$ cat src/rtl/arb_channel_memory_pkg.sv
`default_nettype none
// ============================================================================
// Module      : arb_channel_memory_pkg
// Description : Shared definitions for the arbitrated channel memory.
//               - Default geometry constants.
//               - Request and response record types at the default geometry.
//               - parity_f: the even-parity helper used by the parity build.
// Revision    : 1.0 - initial release
// ============================================================================
package arb_channel_memory_pkg;

  localparam int c_WIDTH_DEF  = 8;
  localparam int c_DEPTH_DEF  = 256;
  localparam int c_ADDR_W_DEF = 8;
  localparam int c_NCH_DEF    = 4;
  localparam int c_CNT_W_DEF  = 16;

  typedef struct packed {
    logic                    we;
    logic [c_ADDR_W_DEF-1:0] addr;
    logic [c_WIDTH_DEF-1:0]  wdata;
  } mem_req_t;

  typedef struct packed {
    logic [c_WIDTH_DEF-1:0] rdata;
    logic                   err;
  } mem_rsp_t;

  // Even parity over a word of up to 64 bits.
  // Zero-extending a narrower word does not change the result.
  function automatic logic parity_f(input logic [63:0] d);
    return ^d;
  endfunction

endpackage
`default_nettype wire

$ cat src/rtl/arb_channel_memory_if.sv
`default_nettype none
// ============================================================================
// Module      : arb_channel_memory_if
// Description : Request/response bus between the requester channels and the
//               channel memory. Channel c occupies bit c of every per-channel
//               vector.
//   The address and data fields of channel c sit at [c*W +: W].
//   Modports:
//   - master : the requester side. It drives the requests and rsp_ready.
//   - slave  : the memory side. It drives req_ready and the response fields.
// Revision    : 1.0 - initial release
// ============================================================================
interface arb_channel_memory_if #(
  parameter int NCH    = 4,
  parameter int ADDR_W = 8,
  parameter int WIDTH  = 8
);
  logic [NCH-1:0]        req_valid;
  logic [NCH-1:0]        req_ready;
  logic [NCH-1:0]        req_we;
  logic [NCH*ADDR_W-1:0] req_addr;
  logic [NCH*WIDTH-1:0]  req_wdata;
  logic [NCH-1:0]        rsp_valid;
  logic [NCH-1:0]        rsp_ready;
  logic [NCH*WIDTH-1:0]  rsp_rdata;
  logic [NCH-1:0]        rsp_err;

  modport master (
    output req_valid, req_we, req_addr, req_wdata, rsp_ready,
    input  req_ready, rsp_valid, rsp_rdata, rsp_err
  );

  modport slave (
    input  req_valid, req_we, req_addr, req_wdata, rsp_ready,
    output req_ready, rsp_valid, rsp_rdata, rsp_err
  );
endinterface
`default_nettype wire

$ cat src/rtl/arb_channel_memory_rr_arbiter.sv
`default_nettype none
// ============================================================================
// Module      : arb_channel_memory_rr_arbiter
// Description : Combinational round-robin arbiter.
//   The search starts at ptr and wraps around.
//   Ports:
//   - req     : request vector, one bit per requester.
//   - ptr     : index with the highest priority this cycle.
//   - gnt     : one-hot grant, or zero when nothing is requested.
//   - gnt_idx : index of the granted requester. It is 0 when there is no grant.
// Revision    : 1.0 - initial release
// ============================================================================
module arb_channel_memory_rr_arbiter #(
  parameter  int N     = 4,
  localparam int PTR_W = (N > 1) ? $clog2(N) : 1
) (
  input  wire logic [N-1:0]     req,
  input  wire logic [PTR_W-1:0] ptr,
  output logic      [N-1:0]     gnt,
  output logic      [PTR_W-1:0] gnt_idx
);

  logic [N-1:0] w_mask;
  logic [N-1:0] w_cand;
  logic         w_found;

  // The search runs in two parts.
  // First, look at requesters at or above ptr.
  // If none of them is requesting, fall back to the lowest requester overall.
  // This gives the same result as a search that starts at ptr and wraps.
  always_comb begin
    w_mask  = '0;
    w_cand  = '0;
    gnt     = '0;
    gnt_idx = '0;
    w_found = 1'b0;
    for (int j = 0; j < N; j++) begin
      w_mask[j] = (j >= int'(ptr));
    end
    w_cand = (|(req & w_mask)) ? (req & w_mask) : req;
    for (int j = 0; j < N; j++) begin
      if (!w_found && w_cand[j]) begin
        gnt[j]  = 1'b1;
        gnt_idx = PTR_W'(j);
        w_found = 1'b1;
      end
    end
  end

endmodule
`default_nettype wire

$ cat src/rtl/arb_channel_memory.sv
`default_nettype none
// ============================================================================
// Module      : arb_channel_memory
// Description : A DEPTH x WIDTH memory shared by NCH requester channels.
//   A round-robin arbiter grants one access per clock.
//   Read data lands in a per-channel response slot one cycle after the grant.
//   The slot holds until the channel consumes it.
//   Ports:
//   - clk, rst_n : clock and asynchronous active-low reset.
//   - bus        : request/response interface (slave modport).
//   - rd_count   : reads accepted since reset. Saturates.
//   - wr_count   : writes accepted since reset. Saturates.
//   Build option MEM_PARITY_EN:
//   - Each word carries an even-parity bit.
//   - A read whose stored parity does not match flags rsp_err.
//   - The stored data is still returned.
// Revision    : 1.0 - initial release
// ============================================================================
module arb_channel_memory
  import arb_channel_memory_pkg::*;
#(
  parameter int WIDTH  = c_WIDTH_DEF,
  parameter int DEPTH  = c_DEPTH_DEF,
  parameter int ADDR_W = c_ADDR_W_DEF,
  parameter int NCH    = c_NCH_DEF,
  parameter int CNT_W  = c_CNT_W_DEF
) (
  input  wire logic             clk,
  input  wire logic             rst_n,
  arb_channel_memory_if.slave   bus,
  output logic      [CNT_W-1:0] rd_count,
  output logic      [CNT_W-1:0] wr_count
);

  localparam int PTR_W = (NCH > 1) ? $clog2(NCH) : 1;
`ifdef MEM_PARITY_EN
  localparam int MEM_W = WIDTH + 1;
`else
  localparam int MEM_W = WIDTH;
`endif

  // The array itself has no reset.
  logic [MEM_W-1:0]     r_mem [DEPTH];

  logic [PTR_W-1:0]     r_ptr;
  logic [NCH-1:0]       r_rsp_valid;
  logic [NCH-1:0]       r_rsp_err;
  logic [NCH*WIDTH-1:0] r_rsp_rdata;
  logic [CNT_W-1:0]     r_rd_count;
  logic [CNT_W-1:0]     r_wr_count;

  logic [NCH-1:0]       w_elig;
  logic [NCH-1:0]       w_gnt;
  logic [PTR_W-1:0]     w_gnt_idx;
  logic                 w_any_gnt;
  logic                 w_sel_we;
  logic [ADDR_W-1:0]    w_sel_addr;
  logic [WIDTH-1:0]     w_sel_wdata;
  logic                 w_in_range;
  logic [MEM_W-1:0]     w_rd_word;
  logic [MEM_W-1:0]     w_wr_word;
  logic [WIDTH-1:0]     w_rd_data;
  logic                 w_rd_err;

  // A read may only be granted when its slot is free, or when the slot is
  // being drained this same cycle.
  // The second case lets one channel sustain one read per clock.
  // Writes produce no response, so they are always eligible.
  assign w_elig = bus.req_valid & (bus.req_we | ~r_rsp_valid | bus.rsp_ready);

  arb_channel_memory_rr_arbiter #(.N(NCH)) u_arb (
    .req     (w_elig),
    .ptr     (r_ptr),
    .gnt     (w_gnt),
    .gnt_idx (w_gnt_idx)
  );

  assign w_any_gnt     = |w_gnt;
  assign bus.req_ready = w_gnt;

  // The grant is one-hot, so OR-ing the selected fields is an exact mux.
  always_comb begin
    w_sel_we    = 1'b0;
    w_sel_addr  = '0;
    w_sel_wdata = '0;
    for (int c = 0; c < NCH; c++) begin
      if (w_gnt[c]) begin
        w_sel_we    = bus.req_we[c];
        w_sel_addr  = bus.req_addr[c*ADDR_W +: ADDR_W];
        w_sel_wdata = bus.req_wdata[c*WIDTH +: WIDTH];
      end
    end
  end

  assign w_in_range = (int'(w_sel_addr) < DEPTH);
  assign w_rd_word  = w_in_range ? r_mem[w_sel_addr] : '0;
  assign w_rd_data  = w_rd_word[WIDTH-1:0];

`ifdef MEM_PARITY_EN
  // Stored word = {parity, data}. A correct word XORs to zero overall.
  assign w_wr_word = {parity_f(64'(w_sel_wdata)), w_sel_wdata};
  assign w_rd_err  = ~w_in_range | (^w_rd_word);
`else
  assign w_wr_word = w_sel_wdata;
  assign w_rd_err  = ~w_in_range;
`endif

  // A write to an out-of-range address is dropped.
  always_ff @(posedge clk) begin
    if (w_any_gnt && w_sel_we && w_in_range) begin
      r_mem[w_sel_addr] <= w_wr_word;
    end
  end

  always_ff @(posedge clk or negedge rst_n) begin
    if (!rst_n) begin
      r_ptr       <= '0;
      r_rsp_valid <= '0;
      r_rsp_err   <= '0;
      r_rsp_rdata <= '0;
      r_rd_count  <= '0;
      r_wr_count  <= '0;
    end else begin
      // Each slot is either refilled by a read grant or drained by rsp_ready.
      // A refill takes priority, which covers a pop and refill in one cycle.
      for (int c = 0; c < NCH; c++) begin
        if (w_gnt[c] && !bus.req_we[c]) begin
          r_rsp_valid[c]                  <= 1'b1;
          r_rsp_err[c]                    <= w_rd_err;
          r_rsp_rdata[c*WIDTH +: WIDTH]   <= w_rd_data;
        end else if (bus.rsp_ready[c]) begin
          r_rsp_valid[c] <= 1'b0;
        end
      end

      if (w_any_gnt) begin
        r_ptr <= (int'(w_gnt_idx) == NCH - 1) ? '0 : w_gnt_idx + 1'b1;
        if (w_sel_we) begin
          if (r_wr_count != {CNT_W{1'b1}}) r_wr_count <= r_wr_count + 1'b1;
        end else begin
          if (r_rd_count != {CNT_W{1'b1}}) r_rd_count <= r_rd_count + 1'b1;
        end
      end
    end
  end

  assign bus.rsp_valid = r_rsp_valid;
  assign bus.rsp_err   = r_rsp_err;
  assign bus.rsp_rdata = r_rsp_rdata;
  assign rd_count      = r_rd_count;
  assign wr_count      = r_wr_count;

endmodule
`default_nettype wire

$ cat src/flat_wrapper.sv
// flat-port wrapper written by rule: the top's interface ports become plain ports
module arb_channel_memory_flat import arb_channel_memory_pkg::*;
#(
  parameter int WIDTH  = c_WIDTH_DEF,
  parameter int DEPTH  = c_DEPTH_DEF,
  parameter int ADDR_W = c_ADDR_W_DEF,
  parameter int NCH    = c_NCH_DEF,
  parameter int CNT_W  = c_CNT_W_DEF
)
  (clk, rst_n, rd_count, wr_count, bus_req_valid, bus_req_we, bus_req_addr, bus_req_wdata, bus_rsp_ready, bus_req_ready, bus_rsp_valid, bus_rsp_rdata, bus_rsp_err);
  arb_channel_memory_if #(.NCH(NCH), .ADDR_W(ADDR_W), .WIDTH(WIDTH)) bus_i ();
  input  wire logic clk;
  input  wire logic rst_n;
  output logic      [CNT_W-1:0] rd_count;
  output logic      [CNT_W-1:0] wr_count;
  input wire logic [$bits(bus_i.req_valid)-1:0] bus_req_valid;
  input wire logic [$bits(bus_i.req_we)-1:0] bus_req_we;
  input wire logic [$bits(bus_i.req_addr)-1:0] bus_req_addr;
  input wire logic [$bits(bus_i.req_wdata)-1:0] bus_req_wdata;
  input wire logic [$bits(bus_i.rsp_ready)-1:0] bus_rsp_ready;
  output wire logic [$bits(bus_i.req_ready)-1:0] bus_req_ready;
  output wire logic [$bits(bus_i.rsp_valid)-1:0] bus_rsp_valid;
  output wire logic [$bits(bus_i.rsp_rdata)-1:0] bus_rsp_rdata;
  output wire logic [$bits(bus_i.rsp_err)-1:0] bus_rsp_err;
  assign bus_i.req_valid = bus_req_valid;
  assign bus_i.req_we = bus_req_we;
  assign bus_i.req_addr = bus_req_addr;
  assign bus_i.req_wdata = bus_req_wdata;
  assign bus_i.rsp_ready = bus_rsp_ready;
  assign bus_req_ready = bus_i.req_ready;
  assign bus_rsp_valid = bus_i.rsp_valid;
  assign bus_rsp_rdata = bus_i.rsp_rdata;
  assign bus_rsp_err = bus_i.rsp_err;
  arb_channel_memory #(.WIDTH(WIDTH), .DEPTH(DEPTH), .ADDR_W(ADDR_W), .NCH(NCH), .CNT_W(CNT_W)) u_core (.clk(clk), .rst_n(rst_n), .bus(bus_i), .rd_count(rd_count), .wr_count(wr_count));
endmodule
$ cat config.mk
export PLATFORM = sky130hd
export DESIGN_NAME = arb_channel_memory_flat
export DESIGN_NICKNAME = d
export VERILOG_FILES = /design/src/rtl/arb_channel_memory_pkg.sv /design/src/rtl/arb_channel_memory_if.sv /design/src/rtl/arb_channel_memory_rr_arbiter.sv /design/src/rtl/arb_channel_memory.sv /design/src/flat_wrapper.sv
export SDC_FILE = /design/constraint.sdc
export NUM_CORES = 2
export LEC_CHECK = 0
export CAP_MARGIN = 20
export CELL_PAD_IN_SITES_DETAIL_PLACEMENT = 1
export CELL_PAD_IN_SITES_GLOBAL_PLACEMENT = 2
export CORE_ASPECT_RATIO = 2
export CORE_MARGIN = 2
export CORE_UTILIZATION = 41
export DETAILED_ROUTE_END_ITERATION = 10
export GPL_ROUTABILITY_DRIVEN = 0
export PLACE_DENSITY = 0.69
export SYNTH_ARGS = -nofsm -noshare
export SYNTH_HDL_FRONTEND = slang
export SYNTH_SLANG_ARGS = --single-unit
$ cat constraint.sdc
create_clock -name clk -period 28.7 [get_ports clk]
set_input_delay 4.305 -clock clk [delete_from_list [all_inputs] [get_ports clk]]
set_output_delay 4.305 -clock clk [all_outputs]
set_load 0.02 [all_outputs]
==> run summary <==
status: complete, no violations
critical path cell sequence: clkdlybuf4s50_1, or3b_1, a32oi_4, a31oi_2, buf_4, inv_1, clkdlybuf4s50_1
antenna-violating nets left: 0
# port buffers: 149
Slew HR: 13.8%
detailed placement HPWL: 198,000 um
# fillers: 19,900
grt total ovfl: 0
CTS root buf: clkbuf_16
die area: 212,000 um^2
Crit Path Class: in -> out
Post-Syn Area: 85,500 um^2
antenna violations before repair: 8
Post-synth EDFFs: 2,048
crit path time final: 11,640 ps
Pleak: 0.0310 uW
Slowest-stage cell, CP: clkdlybuf4s50_1
first-pass detailed-route iteration total: 8
row cnt: 237
Clock Latency Late Sink: 850 ps
Yosys reg bits: 2,118
share of flip-flops with an asynchronous set or reset: 3.31%
Setup crit start kind: primary input
Crit. End Element: primary output
Starting Density: 41.1%
IO Pins: 154
ys flop type: edfxtp_1
post-cts resize count: 0
Netlist cell types: 87
Setup TNS Final: 0 ps
Hold Path Depth: 1
Worst Path Arrival: 7330 ps
clk buf depth: 4
drt total wl: 301,000 um
pin slew with the least headroom to its limit: 1280 ps
fin. max-slew vios: 0
top cell type by total area after synthesis: edfxtp_1
final hold viol count: 0
final cycle utilization of the critical path: 40.6%
Synth Instances: 5,465
cell repeated most along the worst path: clkdlybuf4s50_1
Vias: 51,400
sequential cell area fraction in the yosys report: 74.0%
TritonCTS clock tree: built
clock sink total: 2,118
post-synth top area share: 71.9%
unrepaired setup endpoints after global routing: false
die height: 650 um
die width: 327 um
nets: 5,657
Avg WL per Cell: 35.5 um
Max stage delay on crit path: 730 ps
H-tree Lvls: 4
vias in the first global route: 54,000
achievable clock frequency: 85.9 MHz
clock buffer count from CTS: 188
Layout Skew: 43.4 ps
Post-CTS Setup Bufs: 0
Avg Cell Area, Syn: 15.6 um^2
total core area: 208,000 um^2
via density per instance: 6.06
Layout Area Growth over Synthesis: 12.8%
Setup Viol. Count Final: 0
synth warn: 0
DRC viols: 0
Clk pin slew, worst setup/hold paths: 70 ps
max-cap violations: 0
Area contributors post-synth: edfxtp_1 72%, mux2i_1 4.1%, mux4_2 2.5%
Max VDD drop: 0.191 mV
cells on worst reg2reg path: 16
post-layout util: 46.4%
largest net degree at the start of global routing: 205
CP Data Required Time: 24,400 ps
Starting DRT DRC Count: 3,879
PD cells: 108 nW/um^2
global-route wire length before repair: 421,000 um
Total Routing Usage GR: 28.0%
Min Hold Slack: 487 ps
share of layout cells above drive strength 1: 11.4%
Hold Path Class: reg -> reg
Critical Path Fanout Max: 19
hold_buf cts: 0
-- sequential cells by signal, indices dropped and copies added, names as in the netlist --
| signal | flops |
|---|---|
| u_core.bus.rsp_rdata | 32 |
| u_core.bus.rsp_valid | 4 |
| u_core.r_mem | 2048 |
| u_core.r_ptr | 2 |
| u_core.rd_count | 16 |
| u_core.wr_count | 16 |
-- worst paths after layout --
kind,startpoint,endpoint,slack (ps)
hold / removal,u_core.rd_count[14],u_core.rd_count[14],490
setup / recovery,bus_req_we[1],bus_req_ready[0],17060
min in group asynchronous,rst_n,u_core.bus.rsp_valid[2],3700
setup reg to reg,u_core.r_ptr[1],u_core.bus.rsp_rdata[25],20620
max in group asynchronous,rst_n,u_core.bus.rsp_rdata[22],24340
hold reg to reg,u_core.rd_count[14],u_core.rd_count[14],490
-- cell usage after synthesis, drive strengths merged, types with 49 or more instances --
cell type and n:
a211oi 134, a21boi 55, a21oi 237, and3 163
buf 224, clkbuf 197, dfrtp 70, edfxtp 2048
mux2i 354, mux4 94, nand2 481, nand3 144
nor2 284, o21ai 136, o22ai 163, o31ai 50
o41ai 49
-- routing by layer --
metal	global-route usage, %	part of all wire [%]	up-vias
li1	-	-	21900
met5	0	0.0037	-
met2	52.2	54	1675
met4	19.1	8.1	2
met3	3.64	4.5	627
met1	28.9	33	27100
-- report_power, final --
| part | internal [uW] | switching, uW | leakage (uW) |
|---|---|---|---|
| clock | 1360 | 1160 | 0.00289 |
| combinational | 984 | 2890 | 0.00873 |
| sequential | 3940 | 111 | 0.0194 |
-- layout make-up --
cell class                      instances  area (um^2)  share of cell area, %
Timing Repair Buffer                  340         3210                   3.33
Multi-Input combinational cell       2916        20600                   21.3
Antenna cell                            5         12.5                 0.0130
Sequential cell                      2118        63300                   65.6
Tap cell                             2748         3440                   3.57
Clock buffer                          232         5060                   5.25
Clock inverter                        103          810                  0.840
Inverter                               13         48.8                 0.0506
-- placed cells by master, fill, tap and decap left out, drive strengths merged, types with 11 or more instances in the layout --
master / synthesis / layout
a2111oi: 48 / 48
a211o: 31 / 31
a211oi: 134 / 134
a21boi: 55 / 55
a21oi: 237 / 237
a221oi: 45 / 45
a22o: 29 / 29
a22oi: 37 / 37
a311oi: 14 / 14
a31oi: 14 / 14
a32o: 11 / 11
a32oi: 16 / 16
a41oi: 15 / 15
and3: 163 / 163
buf: 224 / 191
bufinv: 0 / 12
clkbuf: 197 / 233
clkdlybuf4s50: 0 / 148
clkinv: 0 / 81
dfrtp: 70 / 70
edfxtp: 2048 / 2048
inv: 13 / 16
mux2i: 354 / 354
mux4: 94 / 94
nand2: 481 / 481
nand3: 144 / 144
nand4: 38 / 38
nor2: 284 / 284
nor2b: 11 / 11
nor3: 42 / 42
nor4: 30 / 30
o2111ai: 40 / 40
o21ai: 136 / 136
o22ai: 163 / 163
o31ai: 50 / 50
o32ai: 18 / 18
o41ai: 49 / 49
xnor2: 21 / 21
-- through the flow --
stage	std cells	worst slack [ps]	cell area, um^2	power, uW
floorplan	5468	14210	85500	6350
global placement	8106	16560	90200	7910
detailed placement	8129	16540	90400	7980
CTS	8464	17090	96300	10500
global route	8471	16990	96400	10700
finish	8475	17060	96400	10400
-- worst max-delay path, delay by kind of cell --
kind	cells	cell delay, ps
simple gates	1	540
compound gates	2	540
buf+inv	4	1920
-- cells by family after synthesis --
kind of cell | count (synthesis) | share of synthesized area, %
compound gates | 1186 | 9.81
xor+xnor | 29 | 0.297
fa+ha+maj | 2 | 0.0293
buf+inv | 434 | 2.43
flops | 2118 | 74.0
mux | 457 | 6.74
other cells | 1 | 0.00439
simple gates | 1238 | 6.69
Power figures use the tool's default switching activity.
